File: src/rtl/skewt_pkg.sv
// Shared types for the skew tent map blocks.
// Build option: SKEWT_ROUND_EN adds a guard quotient bit so the map result
// is rounded to nearest instead of truncated.
package skewt_pkg;

    typedef enum logic [1:0] {
        ST_IDLE     = 2'd0,
        ST_CLASSIFY = 2'd1,
        ST_DIV      = 2'd2,
        ST_OUT      = 2'd3
    } state_e;

    typedef enum logic [1:0] {
        CASE_A = 2'd0,  // 0 < x < p : x / p
        CASE_B = 2'd1,  // x > p     : (1-x) / (1-p)
        CASE_C = 2'd2   // x == 0 or x == p : all-ones, no division
    } case_e;

`ifdef SKEWT_ROUND_EN
    localparam int unsigned DIV_GUARD = 1;
`else
    localparam int unsigned DIV_GUARD = 0;
`endif

    // Quotient bits produced (and cycles spent) by the divider for width w.
    function automatic int unsigned div_cycles(input int unsigned w);
        return w + DIV_GUARD;
    endfunction

endpackage

File: src/rtl/skewt_div_serial.sv
// Restoring radix-2 serial divider: quotient of (dividend * 2^QW) / divisor,
// one quotient bit per cycle. Requires dividend < divisor <= 2^W, so the
// partial remainder always fits in W bits and the quotient in QW bits.
// The first quotient bit is resolved on the start edge itself, so o_done
// is visible QW-1 cycles after the start edge.
module skewt_div_serial #(
    parameter int unsigned W  = 32,
    parameter int unsigned QW = 32
) (
    input  logic          clk,
    input  logic          rst_n,
    input  logic          i_start,
    input  logic          i_clear,
    input  logic [W-1:0]  i_dividend,
    input  logic [W:0]    i_divisor,
    output logic          o_done,
    output logic [QW-1:0] o_q
);

    localparam int unsigned CW = $clog2(QW + 1);

    logic [W-1:0]  rem_q;
    logic [W-1:0]  rem_d;
    logic [W:0]    dvs_q;
    logic [QW-1:0] quo_q;
    logic [CW-1:0] cnt_q;
    logic          busy_q;
    logic          done_q;

    logic [W-1:0]  rem_src;
    logic [W:0]    dvs_src;
    logic [W:0]    rem_sh;
    logic          q_bit;

    // One restoring step; on start it works from the fresh operands.
    always_comb begin
        rem_src = i_start ? i_dividend : rem_q;
        dvs_src = i_start ? i_divisor  : dvs_q;
        rem_sh  = {rem_src, 1'b0};
        q_bit   = (rem_sh >= dvs_src);
        // The true difference is below the divisor (<= 2^W), so W-bit
        // modular subtraction is exact.
        rem_d   = q_bit ? (rem_sh[W-1:0] - dvs_src[W-1:0]) : rem_sh[W-1:0];
    end

    // Step sequencing, quotient shift register and done pulse.
    always_ff @(posedge clk or negedge rst_n) begin
        if (!rst_n) begin
            rem_q  <= '0;
            dvs_q  <= '0;
            quo_q  <= '0;
            cnt_q  <= '0;
            busy_q <= 1'b0;
            done_q <= 1'b0;
        end else if (i_clear) begin
            busy_q <= 1'b0;
            done_q <= 1'b0;
        end else if (i_start) begin
            dvs_q  <= i_divisor;
            rem_q  <= rem_d;
            quo_q  <= {{(QW-1){1'b0}}, q_bit};
            cnt_q  <= CW'(QW - 1);
            busy_q <= 1'b1;
            done_q <= 1'b0;
        end else if (busy_q) begin
            rem_q <= rem_d;
            quo_q <= {quo_q[QW-2:0], q_bit};
            cnt_q <= cnt_q - CW'(1);
            if (cnt_q == CW'(1)) begin
                busy_q <= 1'b0;
                done_q <= 1'b1;
            end
        end else begin
            done_q <= 1'b0;
        end
    end

    assign o_done = done_q;
    assign o_q    = quo_q;

endmodule

File: src/rtl/skewt_map_iter.sv
// Iterating skew tent map engine with valid/ready output and abort.
// Build option: SKEWT_ROUND_EN selects round-to-nearest results (one extra
// divider cycle per A/B iterate); otherwise results are truncated.
module skewt_map_iter
    import skewt_pkg::*;
#(
    parameter int unsigned W     = 32,
    parameter int unsigned CNT_W = 16
) (
    input  logic             clk,
    input  logic             rst_n,
    input  logic             i_start,
    input  logic             i_abort,
    input  logic [W-1:0]     i_x0,
    input  logic [W-1:0]     i_p,
    input  logic [CNT_W-1:0] i_iters,
    output logic             o_busy,
    output logic             o_valid,
    input  logic             i_ready,
    output logic [W-1:0]     o_x,
    output logic             o_last
);

    localparam int unsigned   QW    = div_cycles(W);
    localparam logic [W:0]    ONE_W = {1'b1, {W{1'b0}}};

    state_e           state_q, state_d;
    logic [W-1:0]     x_q, x_d;
    logic [W-1:0]     p_q, p_d;
    logic [CNT_W-1:0] iter_q, iter_d;
    logic [W-1:0]     res_q, res_d;

    case_e            cls;
    logic [W-1:0]     dividend;
    logic [W:0]       divisor;
    logic             div_start;
    logic             div_done;
    logic [QW-1:0]    div_q;
    logic [W-1:0]     div_res;

    // Pick the map branch and the divider operands for the current x.
    always_comb begin
        cls      = CASE_C;
        dividend = '0;
        divisor  = '0;
        if (x_q == '0 || x_q == p_q) begin
            cls = CASE_C;
        end else if (x_q < p_q) begin
            cls      = CASE_A;
            dividend = x_q;
            divisor  = {1'b0, p_q};
        end else begin
            cls      = CASE_B;
            dividend = ~x_q + W'(1);       // 2^W - x, x >= 1 here
            divisor  = ONE_W - {1'b0, p_q}; // p = 0 gives 2^W
        end
    end

    assign div_start = (state_q == ST_CLASSIFY) && (cls != CASE_C);

    skewt_div_serial #(
        .W  (W),
        .QW (QW)
    ) u_div (
        .clk        (clk),
        .rst_n      (rst_n),
        .i_start    (div_start),
        .i_clear    (i_abort),
        .i_dividend (dividend),
        .i_divisor  (divisor),
        .o_done     (div_done),
        .o_q        (div_q)
    );

`ifdef SKEWT_ROUND_EN
    logic [W:0] rnd_sum;

    // Round on the guard bit, saturating if the increment carries out.
    always_comb begin
        rnd_sum = {1'b0, div_q[QW-1:1]} + {{W{1'b0}}, div_q[0]};
        div_res = rnd_sum[W] ? '1 : rnd_sum[W-1:0];
    end
`else
    assign div_res = div_q;
`endif

    // Next-state logic: iteration control, handshake, abort priority.
    always_comb begin
        state_d = state_q;
        x_d     = x_q;
        p_d     = p_q;
        iter_d  = iter_q;
        res_d   = res_q;
        case (state_q)
            ST_IDLE: begin
                if (i_start) begin
                    x_d     = i_x0;
                    p_d     = i_p;
                    iter_d  = (i_iters == '0) ? CNT_W'(1) : i_iters;
                    state_d = ST_CLASSIFY;
                end
            end
            ST_CLASSIFY: begin
                if (cls == CASE_C) begin
                    res_d   = '1;
                    state_d = ST_OUT;
                end else begin
                    state_d = ST_DIV;
                end
            end
            ST_DIV: begin
                if (div_done) begin
                    res_d   = div_res;
                    state_d = ST_OUT;
                end
            end
            ST_OUT: begin
                if (i_ready) begin
                    if (iter_q == CNT_W'(1)) begin
                        state_d = ST_IDLE;
                    end else begin
                        x_d     = res_q;
                        iter_d  = iter_q - CNT_W'(1);
                        state_d = ST_CLASSIFY;
                    end
                end
            end
            default: state_d = ST_IDLE;
        endcase
        if (i_abort && state_q != ST_IDLE) begin
            state_d = ST_IDLE;
        end
    end

    // State and datapath registers.
    always_ff @(posedge clk or negedge rst_n) begin
        if (!rst_n) begin
            state_q <= ST_IDLE;
            x_q     <= '0;
            p_q     <= '0;
            iter_q  <= '0;
            res_q   <= '0;
        end else begin
            state_q <= state_d;
            x_q     <= x_d;
            p_q     <= p_d;
            iter_q  <= iter_d;
            res_q   <= res_d;
        end
    end

    assign o_busy  = (state_q != ST_IDLE);
    assign o_valid = (state_q == ST_OUT);
    assign o_x     = o_valid ? res_q : '0;
    assign o_last  = o_valid && (iter_q == CNT_W'(1));

endmodule

File: config.mk
export PLATFORM = sky130hd
export DESIGN_NAME = skewt_map_iter
export DESIGN_NICKNAME = d
export VERILOG_FILES = /design/src/rtl/skewt_pkg.sv /design/src/rtl/skewt_div_serial.sv /design/src/rtl/skewt_map_iter.sv
export SDC_FILE = /design/constraint.sdc
export NUM_CORES = 1
export LEC_CHECK = 0
export ABC_AREA = 1
export BUFFER_PORTS_ARGS = -buffer_cell sky130_fd_sc_hd__buf_2
export CORE_ASPECT_RATIO = 0.75
export CORE_MARGIN = 1
export CORE_UTILIZATION = 61
export DETAILED_ROUTE_END_ITERATION = 8
export PLACE_DENSITY = 0.81
export SYNTH_ARGS = -nofsm -noshare
export SYNTH_HDL_FRONTEND = slang
export SYNTH_SLANG_ARGS = --single-unit
export TNS_END_PERCENT = 10
File: constraint.sdc
create_clock -name clk -period 4.9 [get_ports clk]
set_input_delay 0.98 -clock clk [delete_from_list [all_inputs] [get_ports clk]]
set_output_delay 0.98 -clock clk [all_outputs]
set_load 0.03 [all_outputs]
---- Word-level counts from Yosys, hierarchy flattened ----
Index checks and enable logic that the tools add are counted.
cells by class
  reductions and logical operators ........ 16
  $lt $le $gt $ge ......................... 2
  multiplexer cells ....................... 43
  eq/ne operators ......................... 17
  bitwise logic cells ..................... 2
  $add $sub $neg .......................... 5
operators with widths
  operator                                                count
  2-to-1 mux 32 bit                                       14
  one-hot mux 32 bit (2 select lines)                     2
  2-to-1 mux 33 bit                                       3
  2-to-1 mux 16 bit                                       4
  greater-or-equal comparator 33 bit                      1
  subtractor 33 x 32 -> 33 bit (first input constant)     1
  adder 32 x 1 -> 32 bit (second input constant)          1
  equality test 32 bit                                    1
  logical NOT 32 bit                                      1
  less-than comparator 32 bit                             1
  NOT 32 bit                                              1
  one-hot mux 16 bit (2 select lines)                     1
  subtractor 32 bit                                       1
  equality test 16 x 1 -> 1 bit (second input constant)   1
  logical NOT 16 bit                                      1
  subtractor 16 x 1 -> 16 bit (second input constant)     1
  2-to-1 mux 6 bit                                        2
  2-to-1 mux 1 bit                                        11
  2-to-1 mux 2 bit                                        5
  one-hot mux 2 bit (4 select lines)                      1
  nonzero test 2 bit                                      4
  equality test 2 bit (second input constant)             3
  equality test 6 x 1 -> 1 bit (second input constant)    1
  inequality test 2 x 1 -> 1 bit (second input constant)  3
  14 further kinds                                        20
storage, ports and cells
  output and inout bits ................... 35
  register bits after elaboration ......... 219
  input bits .............................. 85
  word-level logic and storage cells ...... 96

---- Logic depth before layout (Yosys ltp) ----
  word-level depth ........................ 10
  mapped depth ............................ 31
  depth with buffers taken out ............ 31

---- Modules after synthesis ----
Synthesis repeated with hierarchy kept, for this count alone.
unflattened totals
  cell total of the unflattened synthesis .. 2541
  area, all modules ....................... 16943.8 sq um
by module, submodules not included
  module            sequential area each (sq um)  cells each  instances  area an instance (sq um)
  skewt_map_iter    2852.7                        1423        1          9313.9
  skewt_div_serial  2627.5                        1118        1          7629.8

---- Worst setup path after synthesis ----
OpenSTA, ideal clock, no wires.
  kind .................................... reg-to-reg
  start point ............................. register p_q[5]
  end point ............................... register u_div.rem_q[14]
  cell stages (with the launch flop) ...... 28
  arrival ................................. 3860 ps
  setup time .............................. 124 ps
  path slack .............................. 916 ps
  period minus slack after synthesis ...... 3984 ps
  data required time ...................... 4776 ps
  path through ............................ dfrtp_1 -> inv_1 -> ha_1 -> a21oi_1 -> nor2_1 -> a211oi_1 -> a21oi_1 -> o21bai_2 -> nand2_2 -> inv_2 -> buf_2 -> nor2_1 -> xor2_1 -> nand2_1 -> o21ai_0 -> ha_1 -> nand2_1 -> nor2_1 -> inv_1 -> nor2_1 -> inv_1 -> o21ai_1 -> a21oi_1 -> nand3_4 -> inv_4 -> buf_6 -> o211ai_1 -> nand2_1
on the way
  cells in the longest elaborated chain, start to end .. 10
  elaborated cells between the ends (all ways) .. 21
  classes of those cells .................. add/sub: 2; order compare: 2; eq/ne: 2; mux: 11; reduce/logical: 4
RTL lines
  item                                                                     RTL line                                        text
  from (decl)                                                              skewt_map_iter.sv:29                            logic [W-1:0] p_q, p_d;
  from (signal assigned)                                                   skewt_map_iter.sv:146                           p_q <= p_d;
  less-than comparator 32 bit or equality test 32 bit (tied branches)      skewt_map_iter.sv:48, skewt_map_iter.sv:46
  2-to-1 mux 1 bit or logical OR 1 bit (tied branches)                     skewt_map_iter.sv:48, skewt_map_iter.sv:46
  2-to-1 mux 2 bit                                                         skewt_map_iter.sv:46                            if (x_q == '0 || x_q == p_q) begin
  inequality test 2 bit                                                    skewt_map_iter.sv:59                            assign div_start = (state_q == ST_CLASSIFY) && (cls != CASE_C);
  logical AND 1 bit                                                        skewt_map_iter.sv:59
  2-to-1 mux 32 bit or 2-to-1 mux 33 bit (tied branches)                   skewt_div_serial.sv:37, skewt_div_serial.sv:38
  subtractor 32 bit or greater-or-equal comparator 33 bit (tied branches)  skewt_div_serial.sv:43, skewt_div_serial.sv:40
  2-to-1 mux 32 bit                                                        skewt_div_serial.sv:43                          rem_d = q_bit ? (rem_sh[W-1:0] - dvs_src[W-1:0]) : rem_sh[W-1:0];
  2-to-1 mux 32 bit                                                        skewt_div_serial.sv:65                          end else if (busy_q) begin
  2-to-1 mux 32 bit                                                        skewt_div_serial.sv:58                          end else if (i_start) begin
  to (signal assigned)                                                     skewt_div_serial.sv:60                          rem_q <= rem_d;
  to (signal assigned)                                                     skewt_div_serial.sv:66                          rem_q <= rem_d;
  to (decl)                                                                skewt_div_serial.sv:22                          logic [W-1:0] rem_q;
Several ways; a longest one is shown, not always the timed one. The select of a mux whose other input is x is not followed.
A chain may end at the register's enable or synchronous reset.

---- Worst setup path in the final report ----
  start point ............................. register x_q[17]
  end point ............................... register u_div.rem_q[24]
on the way
  cells in the longest elaborated chain, start to end .. 10
  elaborated cells between the ends (all ways) .. 23
  classes of those cells .................. add/sub: 2; order compare: 2; eq/ne: 2; mux: 11; bitwise: 1; reduce/logical: 5
RTL lines
  item                                                                     RTL line                                        text
  from (decl)                                                              skewt_map_iter.sv:28                            logic [W-1:0] x_q, x_d;
  from (signal assigned)                                                   skewt_map_iter.sv:139                           x_q <= '0;
  from (signal assigned)                                                   skewt_map_iter.sv:145                           x_q <= x_d;
  less-than comparator 32 bit, or another cell as far along                skewt_map_iter.sv:48                            end else if (x_q < p_q) begin
  2-to-1 mux 1 bit or logical OR 1 bit (tied branches)                     skewt_map_iter.sv:48, skewt_map_iter.sv:46
  2-to-1 mux 2 bit                                                         skewt_map_iter.sv:46
  inequality test 2 bit                                                    skewt_map_iter.sv:59
  logical AND 1 bit                                                        skewt_map_iter.sv:59
  2-to-1 mux 32 bit or 2-to-1 mux 33 bit (tied branches)                   skewt_div_serial.sv:37, skewt_div_serial.sv:38
  subtractor 32 bit or greater-or-equal comparator 33 bit (tied branches)  skewt_div_serial.sv:43, skewt_div_serial.sv:40
  2-to-1 mux 32 bit                                                        skewt_div_serial.sv:43
  2-to-1 mux 32 bit                                                        skewt_div_serial.sv:65
  2-to-1 mux 32 bit                                                        skewt_div_serial.sv:58
Several ways; a longest one is shown, not always the timed one. The select of a mux whose other input is x is not followed.

==> flow_summary.json <==
{
  "status": "completed",
  "fin_nets": 2296,
  "dieHeight_um": 136.1,
  "rr_endpoint": "u_div.rem_q[24]",
  "rsz0062_at_grt": "yes",
  "reg2reg_slack_ns": 0.16,
  "syn_nets": 2193,
  "syn_area_mm2": 0.01462,
  "critPathLaunchType": "flop",
  "crit_required_ns": 5.31,
  "drt_wl_total_um": 42480,
  "clk_latency_ns": 0.52,
  "clock_skew_ns": 0.02072,
  "grt_pass1_wl_um": 67680,
  "slew_violations": 0,
  "holdPathStages": 2,
  "synth_seq_cells": 219,
  "fp.dieArea_mm2": 0.02460,
  "initial_core_util_pct": 62.92,
  "htreeDepth": 1,
  "wl_per_cell_um": 17.32,
  "fmax_mhz": 210.8,
  "synth_top_cell_by_area": "dfrtp_1",
  "final_util_pct": 70.91,
  "arrival_ns": 5.15,
  "slew_headroom_pct": 22.00,
  "layout-drive-gt1-share_pct": 13.48,
  "synth_cells": 2032,
  "final_hold_viol_count": 0,
  "clock_sinks": 219,
  "grt_pass1_vias": 13176,
  "worst_slew_pin_slew_ns": 1.167,
  "vias_per_cell": 5.906,
  "drtIter0Drc": 1787,
  "period_share_pct": 96.81,
  "cp-startpoint": "x_q[17]",
  "hp-class": "reg2reg",
  "yosys-top-cells-area": "dfrtp_1 37%, nand2_1 13%, ha_1 6.4%",
  "route.vias.total": 14481,
  "clock_tree.root_cell": "clkbuf_16",
  "setup_viol": 0,
  "postSynthAreaPerCell_um2": 7.197,
  "post-route-drc-count": 0,
  "grt_usage_pct": 34.50,
  "drv_cap": 0,
  "overflow": 0,
  "r2r_cells": 25,
  "rr_startpoint": "x_q[17]",
  "ys_types": 61,
  "cts_buffer_depth": 3,
  "rows": 48,
  "clkTransAtPathRegs_ns": 0.07,
  "portBuffers": 119,
  "yosys_warnings": 0,
  "hold_ws_ns": 0.4820,
  "yosysSeqAreaShare_pct": 37.47,
  "synth_top_area_share_pct": 37.47,
  "core-area_mm2": 0.02324,
  "cts_buffers": 22,
  "final_common_cell": "nand2_1",
  "critPathMaxFanout": 30,
  "tns_ns": 0,
  "grt_max_degree": 101,
  "area_growth_pct": 12.70,
  "routabilityCongestion": 1.035,
  "crit_end": "u_div.rem_q[24]",
  "min_period_ns": 4.744,
  "antenna_left": 0,
  "dieWidth_um": 180.8,
  "grt_antenna_before_repair": 1,
  "drtPass1Iterations": 6,
  "final_cell_mix": "490 x nand2_1, 218 x dfrtp_1, 211 x inv_1",
  "place_hpwl_um": 31250,
  "cp-end-kind": "flop",
  "tritoncts": "built",
  "io_pins": 120,
  "path_class": "reg2reg"
}
==> critical path: stages, from the launching register on <==
cell      delay [ns]
dfrtp_1         0.50
ha_1            0.36
a21oi_1         0.19
o21ai_1         0.08
nand2_1         0.07
o211ai_1        0.10
a31oi_2         0.31
nand2_4         0.18
buf_12          0.21
o21ai_0         0.30
nand2_1         0.08
nand2_1         0.08
inv_1           0.04
ha_1            0.34
nand2_1         0.09
o21ai_1         0.22
nand2_1         0.08
nand2_1         0.14
a21oi_1         0.16
o21ai_1         0.34
nand2_1         0.13
o21ai_1         0.21
xnor2_1         0.15
nand2_1         0.09
nand3_1         0.10
nand2_1         0.06
==> worst min path at each step <==
stage | end | slack (ns) | from
floorplan | u_div.rem_q[19] | 0.44 | u_div.rem_q[19]
global placement | u_div.rem_q[31] | 0.46 | u_div.rem_q[31]
detailed placement | u_div.rem_q[25] | 0.47 | u_div.rem_q[25]
CTS | u_div.rem_q[30] | 0.48 | u_div.rem_q[30]
global route | u_div.rem_q[30] | 0.50 | u_div.rem_q[30]
finish | u_div.rem_q[30] | 0.48 | u_div.rem_q[30]
==> logic make-up after synthesis <==
logic type / share of synthesized area [%]
xor gates and xnor gates: 4.192
DFF: 37.47
AOI/OAI and AO/OA: 17.51
adders and majority gates: 6.554
muxes: 0.1369
and+or+nand+nor: 25.38
buffers and inverters: 8.753
==> cell type report <==
cell class,count,area (um2)
multi-input combinational,1488,7910
fill,1843,6761
sequential,219,5482
timing repair buffer,161,992.2
inverter,243,929.6
clock buffer,29,648.1
tap,300,375.4
clock inverter,11,141.4
antenna,1,2.502
==> state kept, by name, indices dropped and copies added (netlist names), 6 cells and up <==
signal and flops:
u_div.dvs_q 33, u_div.cnt_q 6, u_div.o_q 32, iter_q 16, x_q 32, p_q 32
res_q 32, u_div.rem_q 32
==> layer usage <==
layer  share of wire, %  up-vias  track usage (%)  wire length, um
met2                 44      736            54.20            18640
met3                9.2       88            5.438             3923
met4                2.5        0            8.784             1074
met1                 44     6767            49.84            18840
li1                   -     6890                -                -
met5                  0        -                0                0
==> stage by stage <==
step	worst slack (ns)	cells	cell area, um2
3_5_place_dp	-0.08586	2406	15570
5_1_grt	-0.04490	2452	16480
3_3_place_gp	0.009272	2406	15570
6_report	0.1564	2452	16480
4_1_cts	0.1008	2445	16360
2_1_floorplan	0.9160	2032	14620
==> what timing repair did <==
action | CTS | global route
endpoints found under the setup margin | 19 | 33
resized for setup | 1 | 25
hold buffers | 0 | 0
gates cloned | 0 | 1
buffers inserted | 0 | 5
pin swaps | 0 | 5
==> cells in the mapped netlist, drive strengths merged <==
library cell / n
xnor2: 11
nand2: 503
dfrtp: 219
or3: 1
o211ai: 17
o2111ai: 1
a22o: 2
a211oi: 1
nand3: 98
o21ai: 177
or2: 8
nand4: 23
inv: 242
a2bb2oi: 1
nand3b: 2
a21boi: 5
a31oi: 42
nor4: 13
o221ai: 1
and3: 1
buf: 35
a21oi: 149
clkinv: 1
nor2: 213
clkbuf: 47
nor4b: 1
and2: 2
o21bai: 5
o31ai: 4
o221a: 1
o21a: 5
mux2i: 2
o32ai: 1
ha: 75
o2bb2ai: 1
a221oi: 1
nor3: 18
o22ai: 37
a41oi: 1
fa: 1
a21o: 5
xor2: 59
Power is not shown: default switching activity piles up to over one toggle a cycle in this logic, so the estimate is an artifact.
